## config.mk

```make
export PLATFORM = sky130hd
export DESIGN_NAME = logic_unit_pipe
export DESIGN_NICKNAME = d
export VERILOG_FILES = /design/src/rtl/logic_unit_pipe.sv
export SDC_FILE = /design/constraint.sdc
export NUM_CORES = 1
export LEC_CHECK = 0
export BUFFER_PORTS_ARGS = -buffer_cell sky130_fd_sc_hd__buf_4
export CAP_MARGIN = 0
export CORE_MARGIN = 1.5
export CORE_UTILIZATION = 30
export CTS_CLUSTER_DIAMETER = 150
export CTS_CLUSTER_SIZE = 28
export DETAILED_ROUTE_END_ITERATION = 16
export PLACE_DENSITY = 0.6
export SETUP_SLACK_MARGIN = 0.05
export SYNTH_ARGS = -nofsm -noshare
export SYNTH_HDL_FRONTEND = slang
export SYNTH_SLANG_ARGS = --single-unit
```

## constraint.sdc

```tcl
create_clock -name clk -period 1.6 [get_ports clk]
set_input_delay 0.48 -clock clk [delete_from_list [all_inputs] [get_ports clk]]
set_output_delay 0.48 -clock clk [all_outputs]
set_load 0.01 [all_outputs]
```

## src/rtl/logic_unit_pipe.sv

```systemverilog
`default_nettype none
// ============================================================================
// logic_unit_pipe : pipelined, op-selectable bitwise logic unit with
//                   valid/ready handshakes, zero flag and result counter.
// Rev 1.0
// ============================================================================
module logic_unit_pipe #(
  parameter int WIDTH   = 4,
  parameter int STAGES  = 2,
  parameter int COUNT_W = 8
) (
  input  logic               clk,
  input  logic               rst_n,
  input  logic               in_valid_i,
  output logic               in_ready_o,
  input  logic [WIDTH-1:0]   in_a_i,
  input  logic [WIDTH-1:0]   in_b_i,
  input  logic [2:0]         in_op_i,
  output logic               out_valid_o,
  input  logic               out_ready_i,
  output logic [WIDTH-1:0]   out_y_o,
  output logic               out_zero_o,
  output logic [COUNT_W-1:0] out_count_o
);

  localparam logic [2:0] OP_NOT  = 3'd0;
  localparam logic [2:0] OP_AND  = 3'd1;
  localparam logic [2:0] OP_OR   = 3'd2;
  localparam logic [2:0] OP_XOR  = 3'd3;
  localparam logic [2:0] OP_NAND = 3'd4;
  localparam logic [2:0] OP_NOR  = 3'd5;
  localparam logic [2:0] OP_XNOR = 3'd6;

  logic [STAGES-1:0]  v_q;
  logic [STAGES-1:0]  z_q;
  logic [WIDTH-1:0]   y_q [STAGES];
  logic [STAGES-1:0]  adv;
  logic [WIDTH-1:0]   res_d;
  logic [COUNT_W-1:0] count_q;
  logic [COUNT_W-1:0] count_d;
  logic               out_fire;

  always_comb begin
    res_d = in_a_i;
    case (in_op_i)
      OP_NOT:  res_d = ~in_a_i;
      OP_AND:  res_d = in_a_i & in_b_i;
      OP_OR:   res_d = in_a_i | in_b_i;
      OP_XOR:  res_d = in_a_i ^ in_b_i;
      OP_NAND: res_d = ~(in_a_i & in_b_i);
      OP_NOR:  res_d = ~(in_a_i | in_b_i);
      OP_XNOR: res_d = ~(in_a_i ^ in_b_i);
      default: res_d = in_a_i;
    endcase
  end

  // A stage may load when it is empty or anything downstream can move; the
  // accumulator form avoids a combinational self-loop through adv.
  always_comb begin : adv_chain
    logic acc;
    acc = out_ready_i;
    adv = '0;
    for (int i = STAGES - 1; i >= 0; i--) begin
      acc    = acc | ~v_q[i];
      adv[i] = acc;
    end
  end

  always_ff @(posedge clk or negedge rst_n) begin
    if (!rst_n) begin
      v_q <= '0;
      z_q <= '0;
      for (int i = 0; i < STAGES; i++) begin
        y_q[i] <= '0;
      end
    end else begin
      if (adv[0]) begin
        v_q[0] <= in_valid_i;
        y_q[0] <= res_d;
        z_q[0] <= (res_d == '0);
      end
      for (int i = 1; i < STAGES; i++) begin
        if (adv[i]) begin
          v_q[i] <= v_q[i-1];
          y_q[i] <= y_q[i-1];
          z_q[i] <= z_q[i-1];
        end
      end
    end
  end

  assign out_fire = v_q[STAGES-1] & out_ready_i;

  always_comb begin
    count_d = count_q;
    if (out_fire) begin
      count_d = count_q + COUNT_W'(1);
    end
  end

  always_ff @(posedge clk or negedge rst_n) begin
    if (!rst_n) begin
      count_q <= '0;
    end else begin
      count_q <= count_d;
    end
  end

  assign in_ready_o  = adv[0];
  assign out_valid_o = v_q[STAGES-1];
  assign out_y_o     = y_q[STAGES-1];
  assign out_zero_o  = z_q[STAGES-1];
  assign out_count_o = count_q;

endmodule
`default_nettype wire
```

# After elaboration in Yosys (flattened, before gate mapping)
# Index checks and enable logic that the tools add are counted.
# op_classes
n_shift	0
multipliers	0
n_addsub	1
bitwise_logic	12
order_cmp	0
muxes	1
n_eq_ne	6
reduce_logical	2
div_mod_pow	0
# op_table
cell	count
4-bit case mux with 7 select lines	1
4-bit inverter	4
3-bit equality test (second input constant)	3
8-bit by 1-bit adder with 8-bit output (second input constant)	1
3-bit by 2-bit equality test with 1-bit output (second input constant)	2
4-bit bitwise AND	1
4-bit logical NOT	1
4-bit bitwise OR	1
4-bit bitwise XOR	1
3-bit by 1-bit equality test with 1-bit output (second input constant)	1
3-bit logical NOT	1
1-bit inverter	2
1-bit bitwise OR	2
1-bit bitwise AND	1
# word_totals
elab_cells	29
n_memories	0
mem_bits_ro	0
ramBits	0
reg_bits	20
out_inout_bits	15
latch_bits	0

# Depth between registers and ports, before layout
# logic_depth
ltp_word	4
mapped_depth	7
depth_no_buf	7

# Worst setup path before layout
# Ideal clock, no wire load.
# synth_timing
kind	input -> register
startpoint	input port in_a_i[2]
endpoint	register z_q[0]
path_slack_ps	-225
t_required_ps	1478
arrival_time_ps	1704
setup_time_ps	122
n_path_buf	0
path_stages	6
cell_sequence	inv_1 > ha_1 > mux2_4 > a221oi_2 > a21oi_1 > a32o_1
# synth_via
elab_chain_cells	4
# synth_rtl
item	line_no	text
start: declaration	16	input logic [WIDTH-1:0] in_a_i,
4-bit bitwise XOR, or another cell as far along	49, 52	
4-bit inverter, on equally long branches	52, 50, 51	
4-bit case mux with 7 select lines *	45	case (in_op_i)
4-bit logical NOT *	80	z_q[0] <= (res_d == '0);
end signal: assignment	80	
end signal: indexed assignment	86	z_q[i] <= z_q[i-1];
end: declaration	35	logic [STAGES-1:0] z_q;
# Mark *: on every way between the ends. The rest lies on a longest branch, timed or not.
# A chain may end at the register's enable or synchronous reset.

# Worst setup path after layout
# layout_timing
startpoint	input port in_a_i[0]
endpoint	register z_q[0]
# The elaborated chain is that of the path after synthesis.

==> key figures <==
Status
  – Status: finished, final reports clean

CTS
  – Reg clk slew, reported paths: about 70 ps
  – CTS H-tree depth: 1
  – Clock Sinks: 20
  – Clk_lat worst skew: between 200 and 300 ps
  – Clock buffer depth: 2
  – Clock Root Buffer: clkbuf_8
  – TritonCTS buffer count: 3
  – CTS tree: yes
  – Hold_buf cts: 0

Global routing
  – Total GRT Usage: about 13%
  – Vias in the first global route: between 1k and 1.5k
  – Global route overflow: 0
  – Initial antenna violation count: 0
  – Largest net degree at the start of global routing: 21
  – First-pass GRT wire length: about 4.6 mm

STA
  – Slew headroom: between 70% and 80%
  – Hold_ws: about 76 ps
  – Final setup violation count: 0
  – Tmin final: around 1600 ps
  – Max-slew violations: 0
  – Fin crit share: around 100%
  – RSZ-0062 raised after global routing: true
  – Final Hold Vio Count: 0
  – FMAX: 628 MHz
  – Least-Margin Pin Slew: roughly 320 ps
  – Clock Skew: approximately 0.85 ps

Synth
  – Post-Syn Area: approximately 0.0013 mm^2
  – Syn_area_per_cell: around 10 um^2
  – Synth area leaders: dfrtp_1 (39%), ha_1 (8.8%), mux2_2 (7.0%)
  – Cell count after synthesis: about 130
  – Post-synth EDFFs: 0
  – Register area share after synthesis: 38.9%
  – Top_reg_cell synth: dfrtp_1
  – Syn_nets: 150
  – Share of async-settable or async-resettable flops after synthesis: 100%
  – Unique masters post-synth: 34
  – Synth warn: 0
  – Yosys reg bits: 20
  – Share of the synthesized area in the top cell type: between 30% and 40%
  – Synth area leader: dfrtp_1

Worst setup path
  – CP Cell Sequence: buf_8 > inv_8 > ha_4 > mux2i_4 > a211o_1 > a221o_1 > nor2_1 > a32o_1
  – Req. time, crit path: approximately 1800 ps
  – CP Class: primary input to flop
  – Worst setup SP type: primary input
  – Crit. End Element: flop
  – Arrival time worst endpoint: ~1800 ps
  – Crit path max fanout: 3
  – Max incr delay on CP: a little over 300 ps
  – Slowest cell on crit path: a221o_1

Route
  – Wire per inst: 12.4 um
  – Pre-antenna DRT Iters: 4
  – Initial DRC Count: 7
  – Total number of vias: around 1.0k
  – Via density per instance: about 4.7
  – Post-route DRC: 0
  – Final wirelength: 2.69 mm
  – Antenna Violating Nets Remaining: 0

Power and ir drop
  – Leakage: 0.875 nW
  – Power Density: around 1000 mW/mm^2
  – Pwr Total: roughly 0.0019 W
  – IR drop worst, VDD: between 0.3 and 0.4 mV

Floorplan
  – Ports: 30
  – Die area: roughly 0.0047 mm^2
  – Initial Utilization: between 30% and 40%
  – Rows: 23
  – Die width: 68.5 um
  – Die Span Y: about 70 um
  – Core Area: about 0.004 mm^2

Layout
  – Final Non-Filler Cells: between 200 and 250
  – Sequential cell area: about 500 um^2
  – Final Core Density: about 47%
  – Filler Cell Count: 382
  – Final Net Count: about 190
  – Area delta synth->final: 46.7%
  – Design area: 0.00189 mm^2
  – Antenna Cells: 0
  – Multi-input gate area: 759 um^2
  – Layout cell share with drive strength beyond 1: ~49%

Placed design
  – Inst Count DP: roughly 210
  – Post-detail-place hpwl: 2.05 mm
  – Final RePlAce weighted congestion: around 0.65
  – I/O Buffers: 29
  – Placed Area: between 0.0015 and 0.002 mm^2

Hold path
  – Min-Delay Path Class: primary input to asynchronous set/reset pin

Job
  – Max-cap violations: 0
-- cell usage after synthesis, types with 2 or more instances --
cell and n:
a21oi_1 6, buf_6 3, ha_1 9, nand3_1 2, nor2b_1 2, inv_1 11
buf_4 4, and3_1 2, nand2_1 11, o21ai_0 3, nor2_1 10, dfrtp_1 20
xor2_1 2, nor3_1 2, xnor2_1 5, mux4_2 2, mux2_2 8, mux2i_1 5
nand2b_1 2, buf_2 3
-- worst paths after layout --
path	startpoint	end	slack [ps]	cells after the start
max in group asynchronous	rst_n	out_count_o[7]	1320	1
min in group clk	in_valid_i	v_q[0]	410	2
hold reg to reg	v_q[0]	v_q[1]	470	1
setup reg to reg	v_q[1]	z_q[0]	200	6
setup / recovery	in_a_i[0]	z_q[0]	7	8
hold / removal	rst_n	out_count_o[3]	80	1
-- layer usage --
layer	vias up	global-route usage, %	share of wire, %
met5	-	0	0
met4	0	5.75	1.4
met3	3	1.81	5.0
met2	27	24.0	51
met1	487	14.4	43
li1	509	-	-
-- where the power goes --
part	leakage, nW	switching, W	internal, W
logic	0.596	0.000292	0.000397
clock network	0.0357	0.000173	0.000334
registers	0.243	0.000112	0.000632
-- layout by cell type, fill, tap and decap left out, types with 2 or more instances in the layout --
cell / Yosys / final
inv_4: 0 / 2
ha_1: 9 / 5
nand2_1: 11 / 11
and3_1: 2 / 2
mux2_4: 1 / 2
dfrtp_1: 20 / 20
mux4_2: 2 / 2
inv_6: 0 / 2
buf_6: 3 / 3
nand3_1: 2 / 2
inv_1: 11 / 3
nand2b_1: 2 / 2
clkbuf_8: 0 / 3
buf_12: 0 / 2
mux2i_1: 5 / 4
buf_4: 4 / 40
nor3_1: 2 / 2
mux2_2: 8 / 7
xnor2_1: 5 / 5
o21ai_1: 0 / 2
nor2_1: 10 / 10
inv_12: 0 / 2
a21oi_1: 6 / 5
ha_4: 0 / 4
buf_8: 0 / 2
xor2_1: 2 / 2
-- per-stage QoR --
stage               setup slack [ps]  setup TNS [ps]
floorplan                       -147            -189
global placement                -325           -1040
detailed placement              -357           -1180
CTS                             6.42               0
global route                   -86.3           -93.9
finish                          7.17               0
-- state kept, by name, indices dropped and copies added, names as in the netlist --
name,count
out_count_o,8
out_y_o,4
v_q,2
y_q,4
z_q,2
-- area by class of cell --
cell class,count,share of cell area (%)
repair buffers,47,21.4
flip-flops and latches,20,26.5
clock inverters,1,1.59
inverters,11,4.71
clock buffers,3,2.19
well taps,50,3.32
multi-input cells,85,40.3
-- critical path: cells and delay by family --
family                   cells  cell delay [ps]
AO/OA/AOI/OAI                3              770
adder cells (fa/ha/maj)      1              260
buffers and inverters        2              120
multiplexers                 1               60
AND/OR/NAND/NOR              1              110
-- logic make-up (layout without fill, tap and decap cells) --
group,Yosys count,after routing,synth area share [%]
compound gates,18,18,10.0
xor+xnor,7,7,4.77
fa+ha+maj,9,9,8.76
buf+inv,21,62,9.34
flops,20,20,38.9
mux,16,16,15.6
simple gates,35,35,12.6
-- timing repair --
item	4_1_cts	5_1_grt
endpoints found under the setup margin	3	3
buffers inserted	1	1
resized for setup	16	4
pin swaps	7	1
Note: power is estimated with default switching activity, not from simulation.
